[src/rtl/input_dot_engine.sv]
// Dot-product sequencer: streams a sample vector and its weights out of two read-only
// buffers, multiplies and accumulates with saturation, and emits one result per start.
module input_dot_engine #(
  parameter int DATA_WIDTH = 16,
  parameter int ADDR_WIDTH = 8,
  parameter int ACC_WIDTH  = 40
) (
  input  logic                         clk,
  input  logic                         rst_n,
  input  logic                         start,
  input  logic                         abort,
  input  logic [ADDR_WIDTH-1:0]        base_addr,
  input  logic [ADDR_WIDTH:0]          vec_len,
  output logic                         in_rd_en,
  output logic [ADDR_WIDTH-1:0]        in_rd_addr,
  input  logic signed [DATA_WIDTH-1:0] in_rd_data,
  output logic                         w_rd_en,
  output logic [ADDR_WIDTH-1:0]        w_rd_addr,
  input  logic signed [DATA_WIDTH-1:0] w_rd_data,
  output logic                         busy,
  output logic signed [ACC_WIDTH-1:0]  result,
  output logic                         result_valid,
  output logic                         sat
);

  localparam int PW  = 2 * DATA_WIDTH;
  localparam int EXT = ACC_WIDTH + 1 - PW;
  localparam logic [ADDR_WIDTH:0]    LEN_ZERO = {(ADDR_WIDTH+1){1'b0}};
  localparam logic [ADDR_WIDTH:0]    CNT_ONE  = {{ADDR_WIDTH{1'b0}}, 1'b1};
  localparam logic [ADDR_WIDTH-1:0]  ADDR_ZERO = {ADDR_WIDTH{1'b0}};
  localparam logic [ACC_WIDTH-1:0]   ACC_ZERO = {ACC_WIDTH{1'b0}};
  localparam logic [ACC_WIDTH-1:0]   ACC_MAX  = {1'b0, {(ACC_WIDTH-1){1'b1}}};
  localparam logic [ACC_WIDTH-1:0]   ACC_MIN  = {1'b1, {(ACC_WIDTH-1){1'b0}}};
  localparam logic [PW-1:0]          PROD_ZERO = {PW{1'b0}};

  typedef enum logic [1:0] {
    S_IDLE  = 2'd0,
    S_FETCH = 2'd1,
    S_DRAIN = 2'd2,
    S_FLUSH = 2'd3
  } state_t;

  state_t                 state_r, state_s;
  logic                   drain_r;
  logic [ADDR_WIDTH-1:0]  base_r;
  logic [ADDR_WIDTH:0]    len_r, cnt_r;
  logic                   rd_en_r;
  logic [ADDR_WIDTH-1:0]  in_addr_r, w_addr_r;
  logic                   dv_r, pv_r;
  logic [PW-1:0]          prod_r;
  logic [ACC_WIDTH-1:0]   acc_r;
  logic                   sat_acc_r;
  logic                   busy_r, valid_r, sat_r;
  logic [ACC_WIDTH-1:0]   result_r;

  logic                   accept_s, abort_s, last_s;
  logic [PW-1:0]          in_ext_s, w_ext_s, prod_s;
  logic [ACC_WIDTH:0]     sum_s;
  logic [ACC_WIDTH-1:0]   acc_nxt_s;
  logic                   ovf_s;

  assign accept_s = (state_r == S_IDLE) && start && !abort;
  assign abort_s  = (state_r != S_IDLE) && abort;
  assign last_s   = (cnt_r == len_r);

  // Low PW bits of the widened product equal the signed full-precision product.
  assign in_ext_s = {{DATA_WIDTH{in_rd_data[DATA_WIDTH-1]}}, in_rd_data};
  assign w_ext_s  = {{DATA_WIDTH{w_rd_data[DATA_WIDTH-1]}}, w_rd_data};
  assign prod_s   = in_ext_s * w_ext_s;
  assign sum_s    = {acc_r[ACC_WIDTH-1], acc_r} + {{EXT{prod_r[PW-1]}}, prod_r};

  // Saturating accumulate: one guard bit exposes signed overflow.
  always_comb begin
    acc_nxt_s = sum_s[ACC_WIDTH-1:0];
    ovf_s     = 1'b0;
    if (sum_s[ACC_WIDTH] != sum_s[ACC_WIDTH-1]) begin
      ovf_s     = 1'b1;
      acc_nxt_s = sum_s[ACC_WIDTH] ? ACC_MIN : ACC_MAX;
    end else begin
      ovf_s     = 1'b0;
      acc_nxt_s = sum_s[ACC_WIDTH-1:0];
    end
  end

  // Next-state logic.
  always_comb begin
    state_s = state_r;
    case (state_r)
      S_IDLE: begin
        if (accept_s) begin
          state_s = (vec_len == LEN_ZERO) ? S_FLUSH : S_FETCH;
        end else begin
          state_s = S_IDLE;
        end
      end
      S_FETCH: begin
        if (abort_s) begin
          state_s = S_IDLE;
        end else if (last_s) begin
          state_s = S_DRAIN;
        end else begin
          state_s = S_FETCH;
        end
      end
      S_DRAIN: begin
        if (abort_s) begin
          state_s = S_IDLE;
        end else if (drain_r) begin
          state_s = S_FLUSH;
        end else begin
          state_s = S_DRAIN;
        end
      end
      S_FLUSH: state_s = S_IDLE;
      default: state_s = S_IDLE;
    endcase
  end

  // State register; drain_r marks the second DRAIN cycle.
  always_ff @(posedge clk or negedge rst_n) begin
    if (!rst_n) begin
      state_r <= S_IDLE;
      drain_r <= 1'b0;
    end else begin
      state_r <= state_s;
      drain_r <= (state_r == S_DRAIN);
    end
  end

  // Read sequencing, MAC pipeline and registered outputs.
  always_ff @(posedge clk or negedge rst_n) begin
    if (!rst_n) begin
      base_r    <= ADDR_ZERO;
      len_r     <= LEN_ZERO;
      cnt_r     <= LEN_ZERO;
      rd_en_r   <= 1'b0;
      in_addr_r <= ADDR_ZERO;
      w_addr_r  <= ADDR_ZERO;
      dv_r      <= 1'b0;
      pv_r      <= 1'b0;
      prod_r    <= PROD_ZERO;
      acc_r     <= ACC_ZERO;
      sat_acc_r <= 1'b0;
      busy_r    <= 1'b0;
      valid_r   <= 1'b0;
      sat_r     <= 1'b0;
      result_r  <= ACC_ZERO;
    end else begin
      valid_r <= 1'b0;
      if (abort_s) begin
        rd_en_r <= 1'b0;
        dv_r    <= 1'b0;
        pv_r    <= 1'b0;
        busy_r  <= 1'b0;
      end else if (accept_s) begin
        base_r    <= base_addr;
        len_r     <= vec_len;
        acc_r     <= ACC_ZERO;
        prod_r    <= PROD_ZERO;
        dv_r      <= 1'b0;
        pv_r      <= 1'b0;
        sat_acc_r <= 1'b0;
        busy_r    <= 1'b1;
        if (vec_len != LEN_ZERO) begin
          rd_en_r   <= 1'b1;
          in_addr_r <= base_addr;
          w_addr_r  <= ADDR_ZERO;
          cnt_r     <= CNT_ONE;
        end else begin
          rd_en_r <= 1'b0;
          cnt_r   <= LEN_ZERO;
        end
      end else begin
        dv_r <= rd_en_r;
        pv_r <= dv_r;
        if (dv_r) begin
          prod_r <= prod_s;
        end
        if (pv_r) begin
          acc_r     <= acc_nxt_s;
          sat_acc_r <= sat_acc_r | ovf_s;
        end
        if (state_r == S_FETCH) begin
          if (last_s) begin
            rd_en_r <= 1'b0;
          end else begin
            in_addr_r <= base_r + cnt_r[ADDR_WIDTH-1:0];
            w_addr_r  <= cnt_r[ADDR_WIDTH-1:0];
            cnt_r     <= cnt_r + CNT_ONE;
          end
        end
        if (state_r == S_FLUSH) begin
          result_r <= acc_r;
          sat_r    <= sat_acc_r;
          valid_r  <= 1'b1;
        end
        // Busy covers the result cycle so the next start lands after the pulse.
        busy_r <= (state_s != S_IDLE) || (state_r == S_FLUSH);
      end
    end
  end

  assign in_rd_en     = rd_en_r;
  assign w_rd_en      = rd_en_r;
  assign in_rd_addr   = in_addr_r;
  assign w_rd_addr    = w_addr_r;
  assign busy         = busy_r;
  assign result       = result_r;
  assign result_valid = valid_r;
  assign sat          = sat_r;

endmodule

[config.mk]
export PLATFORM = sky130hd
export DESIGN_NAME = input_dot_engine
export DESIGN_NICKNAME = d
export VERILOG_FILES = /design/src/rtl/input_dot_engine.sv
export SDC_FILE = /design/constraint.sdc
export NUM_CORES = 1
export LEC_CHECK = 0
export ABC_AREA = 1
export CAP_MARGIN = 30
export CORE_AREA = 2 2 207 290
export DETAILED_ROUTE_END_ITERATION = 8
export DIE_AREA = 0 0 209 292
export PLACE_DENSITY = 0.6
export RECOVER_POWER = 50
export SLEW_MARGIN = 40
export SYNTH_ARGS = -nofsm -noshare
export SYNTH_HDL_FRONTEND = slang
export SYNTH_SLANG_ARGS = --single-unit
[constraint.sdc]
create_clock -name clk -period 3.7 [get_ports clk]
set_clock_uncertainty 0.1 [all_clocks]
set_input_delay 1.11 -clock clk [delete_from_list [all_inputs] [get_ports clk]]
set_output_delay 1.11 -clock clk [all_outputs]
set_load 0.005 [all_outputs]
==> results by group <==
GRT
  • Grt total ovfl: 0
  • First-pass GRT wire length: 99.1 mm
  • Grt met3 use: 1.87%
  • Largest net degree at the start of global routing: 64
  • Met2 Use GR: 39.9%
  • GR met1 Demand/Resource: roughly 22%
  • Gr usage total: 20.4%
  • GR peak layer: met2
  • Vias in the first global route: 19.4k
  • Antenna violations before repair: 0

Detailed routing
  • Routed WL per cell: 15.9 microns
  • Total wire length: 61.1 mm
  • Remaining DRCs: 0
  • Initial drt markers: 1,015
  • Vias per cell: 4.75
  • Routed Antenna Nets: 0
  • Pre-antenna DRT Iters: 5
  • Total number of vias: 18.3k

Worst setup path
  • RR Startpoint: prod_r[31]
  • CP Capture Type: flip-flop
  • Critical Path Slowest Stage Cell: fa_2
  • Cell Chain, Critical Path: buf_8 -> buf_8 -> buf_6 -> nand2_4 -> inv_2 -> fa_2 -> buf_4 -> fa_1 -> fa_2 -> fa_2 -> fa_1 -> inv_1 -> fa_1 -> inv_1 -> ha_4 -> a21oi_4 -> a21boi_4 -> o21ai_2 -> a21oi_1 -> nand2_1 -> a21oi_1 -> o21ai_1 -> nand2_1
  • Critical Path Max Stage Delay: 0.56 ns
  • Critical path class: input pin to flip-flop
  • Crit path DAT: 6.13 ns
  • Startpoint types: input pin
  • CP startpoint: in_rd_data[15]
  • Worst Path Max Fanout: 5
  • Critical path required time: 3.99 ns

Cells and area
  • Footprint of the multi-input gates: about 0.015 sq mm
  • Register area: 0.00410 sq mm
  • Layout cells sized above 1: around 22%
  • Antenna Cells: 0
  • Fillcell total: 5,769
  • Layout area overhead: 32.6%
  • Nets: 3,536

Die
  • I/O pin total: 114
  • Die area: 0.0610 sq mm
  • Die width: 209 microns
  • Row Count: 105
  • Chip height: between 200 and 300 microns
  • Core Area: 0.0585 sq mm
  • Initial core utilization: 34.7%

Placed design
  • Port bufs: 113
  • RD Place Congestion: roughly 0.96
  • HPWL Detailed: ~48 mm

Synthesis
  • Synth Area in Adders: 34.1%
  • Yosys Warn Count: 0
  • Post-synthesis compound-gate area fraction: 6.16%
  • Syn Inst Count: 2,760
  • Synth cell types: 43
  • Post-Syn Area: 0.0203 sq mm
  • FFs w/ async S/R, synth: 100%
  • Register area share after synthesis: between 20 and 25%
  • Syn Nets: 3,207
  • Simple-gate share of the synthesized area: 25.1%
  • Number of synthesized flops with an enable pin: 0
  • Multiplexer share of the synthesized area: 0%
  • Largest family of logic cells by synthesized area: adder cells
  • FF+latch count, synth: 164
  • XOR/XNOR Fraction of Synth Area: 1.99%
  • Syn avg cell area: between 7 and 8 sq um
  • Synth Flop Type: dfrtp_1

Clock network
  • Max H-tree Level: 4
  • CTS buffer count: 17
  • Clk slew on worst S/H paths: 0.07 ns
  • CTS Buffer Depth: 2
  • # clock sinks: about 160
  • CTS root buf: clkbuf_16
  • TritonCTS clock tree: built
  • Worst-Skew Late Latency: 0.46 ns

Hold path
  • Hold Crit Class: flip-flop to flip-flop
  • Launch point of the worst hold path: result[18]

Outcome
  • Status: finished with violations
  • Failing checks: max-capacitance violations, max-slew violations, negative setup slack

STA
  • Final setup viols: 27
  • Final WS setup: -2.13 ns
  • Slew headroom: -13.4%
  • Max frequency: 171 MHz
  • Slew Limit Fails: 105
  • Slew @ Worst Pin: 1.70 ns
  • Hold Vio Cnt, Final: 0
  • Final worst-path cycle share: 158%
  • RSZ-0062 raised after global routing: yes
  • Setup TNS: -48.25 ns
  • Post-layout min period: slightly below 6 ns

Flow run
  • Maxcap violations: 2
[critical path: cells and delay by family]
family | cells | cell delay (ns)
simple gates | 3 | 0.17
compound gates | 6 | 0.84
buf+inv | 7 | 0.67
fa+ha+maj | 7 | 3.33
[cells in the mapped netlist, types with 2 or more instances]
library cell,instances,share of area (%)
o211ai_1,2,0.074
xor2_1,20,0.86
o21ai_0,73,1.8
o21ai_1,2,0.049
xnor2_1,26,1.1
buf_2,11,0.27
nor3_2,3,0.15
clkbuf_1,79,1.5
buf_4,2,0.074
a21o_1,9,0.33
buf_1,3,0.055
dfrtp_1,164,20
buf_6,2,0.11
and2_1,3,0.092
nor3_1,15,0.37
nand4_1,29,0.89
a221oi_1,2,0.086
fa_1,264,26
nor2_2,3,0.092
inv_2,4,0.074
o21a_1,3,0.11
nand2_1,947,18
nand3_1,103,2.5
a21oi_1,91,2.2
a32o_1,4,0.20
o21bai_1,16,0.59
a22o_1,3,0.13
nand3b_1,10,0.37
a31oi_1,10,0.31
nor2_1,143,2.6
ha_1,130,8.0
or2_2,9,0.28
inv_1,565,10
[repair_timing]
action	CTS	global route
buffers inserted	70	28
setup endpoints to repair	28	28
pin swaps	146	140
resized for setup	327	238
gates cloned	11	1
hold buffers	0	0
[worst paths after layout]
check                           cells after the start  slack (ns)       endpoint
worst max-delay path                               23       -2.13     prod_r[30]
worst min-delay path                                2        0.38     result[18]
worst max register to register                     13        0.74      acc_r[20]
worst min register to register                      2        0.38     result[18]
max in group asynchronous                           2        0.67      acc_r[33]
min in group asynchronous                           1        0.94  in_rd_addr[1]
[kinds of logic after synthesis]
logic type | after synthesis
buffers and inverters | 667
adders and majority gates | 394
DFF | 164
AOI/OAI and AO/OA | 221
xor gates and xnor gates | 46
and+or+nand+nor | 1268
[layer usage]
metal | up-vias | share of wire [%] | wire [microns]
li1 | 8945 | - | -
met1 | 8779 | 39 | 23900
met2 | 412 | 54 | 33100
met3 | 140 | 2.8 | 1740
met4 | 0 | 3.9 | 2360
met5 | - | 0 | 0
[layout by cell type, fill, tap and decap left out, types with 18 or more instances in the layout]
cell type / instances
buf_6: 71
o21ai_0: 39
nand4_1: 29
nor2_1: 124
fa_2: 33
nand2_2: 51
nand2_4: 18
ha_1: 93
nand3_1: 97
clkbuf_16: 18
inv_2: 88
a21oi_1: 64
dfrtp_1: 164
nand2_1: 877
fa_1: 231
buf_12: 23
xnor2_1: 26
ha_4: 33
a21oi_2: 18
xor2_1: 19
clkdlybuf4s50_1: 79
inv_1: 477
buf_4: 189
[area by class of cell]
cell class	count	share of cell area [%]
Inverter	570	7.99
Sequential cell	164	15.2
Clock inverter	15	0.609
Clock buffer	17	1.58
Multi-Input combinational cell	1929	55.8
Tap cell	749	3.48
Timing Repair Buffer	407	15.3
[through the flow]
stage / area (sq um) / setup WS [ns] / std cells / util (%) / hold WS, ns
2_1_floorplan: 21200 / -2.18 / 2760 / - / 0.348
3_3_place_gp: 24300 / -3.05 / 3723 / 41.5 / 0.362
3_5_place_dp: 24300 / -3.03 / 3723 / 41.5 / 0.365
4_1_cts: 26200 / -2.18 / 3835 / 44.9 / 0.384
5_1_grt: 26900 / -2.32 / 3851 / 46.0 / 0.394
6_report: 26900 / -2.13 / 3851 / 46.0 / 0.379
[state kept, by name, summed over array words and instances, names as in the netlist, 2 cells and up]
| register | cells |
|---|---|
| state_r | 2 |
| base_r | 8 |
| cnt_r | 9 |
| result | 40 |
| in_rd_addr | 8 |
| w_rd_addr | 8 |
| len_r | 9 |
| prod_r | 32 |
| acc_r | 40 |
Power is not shown: default switching activity piles up to over one toggle a cycle in this logic, so the estimate is an artifact.
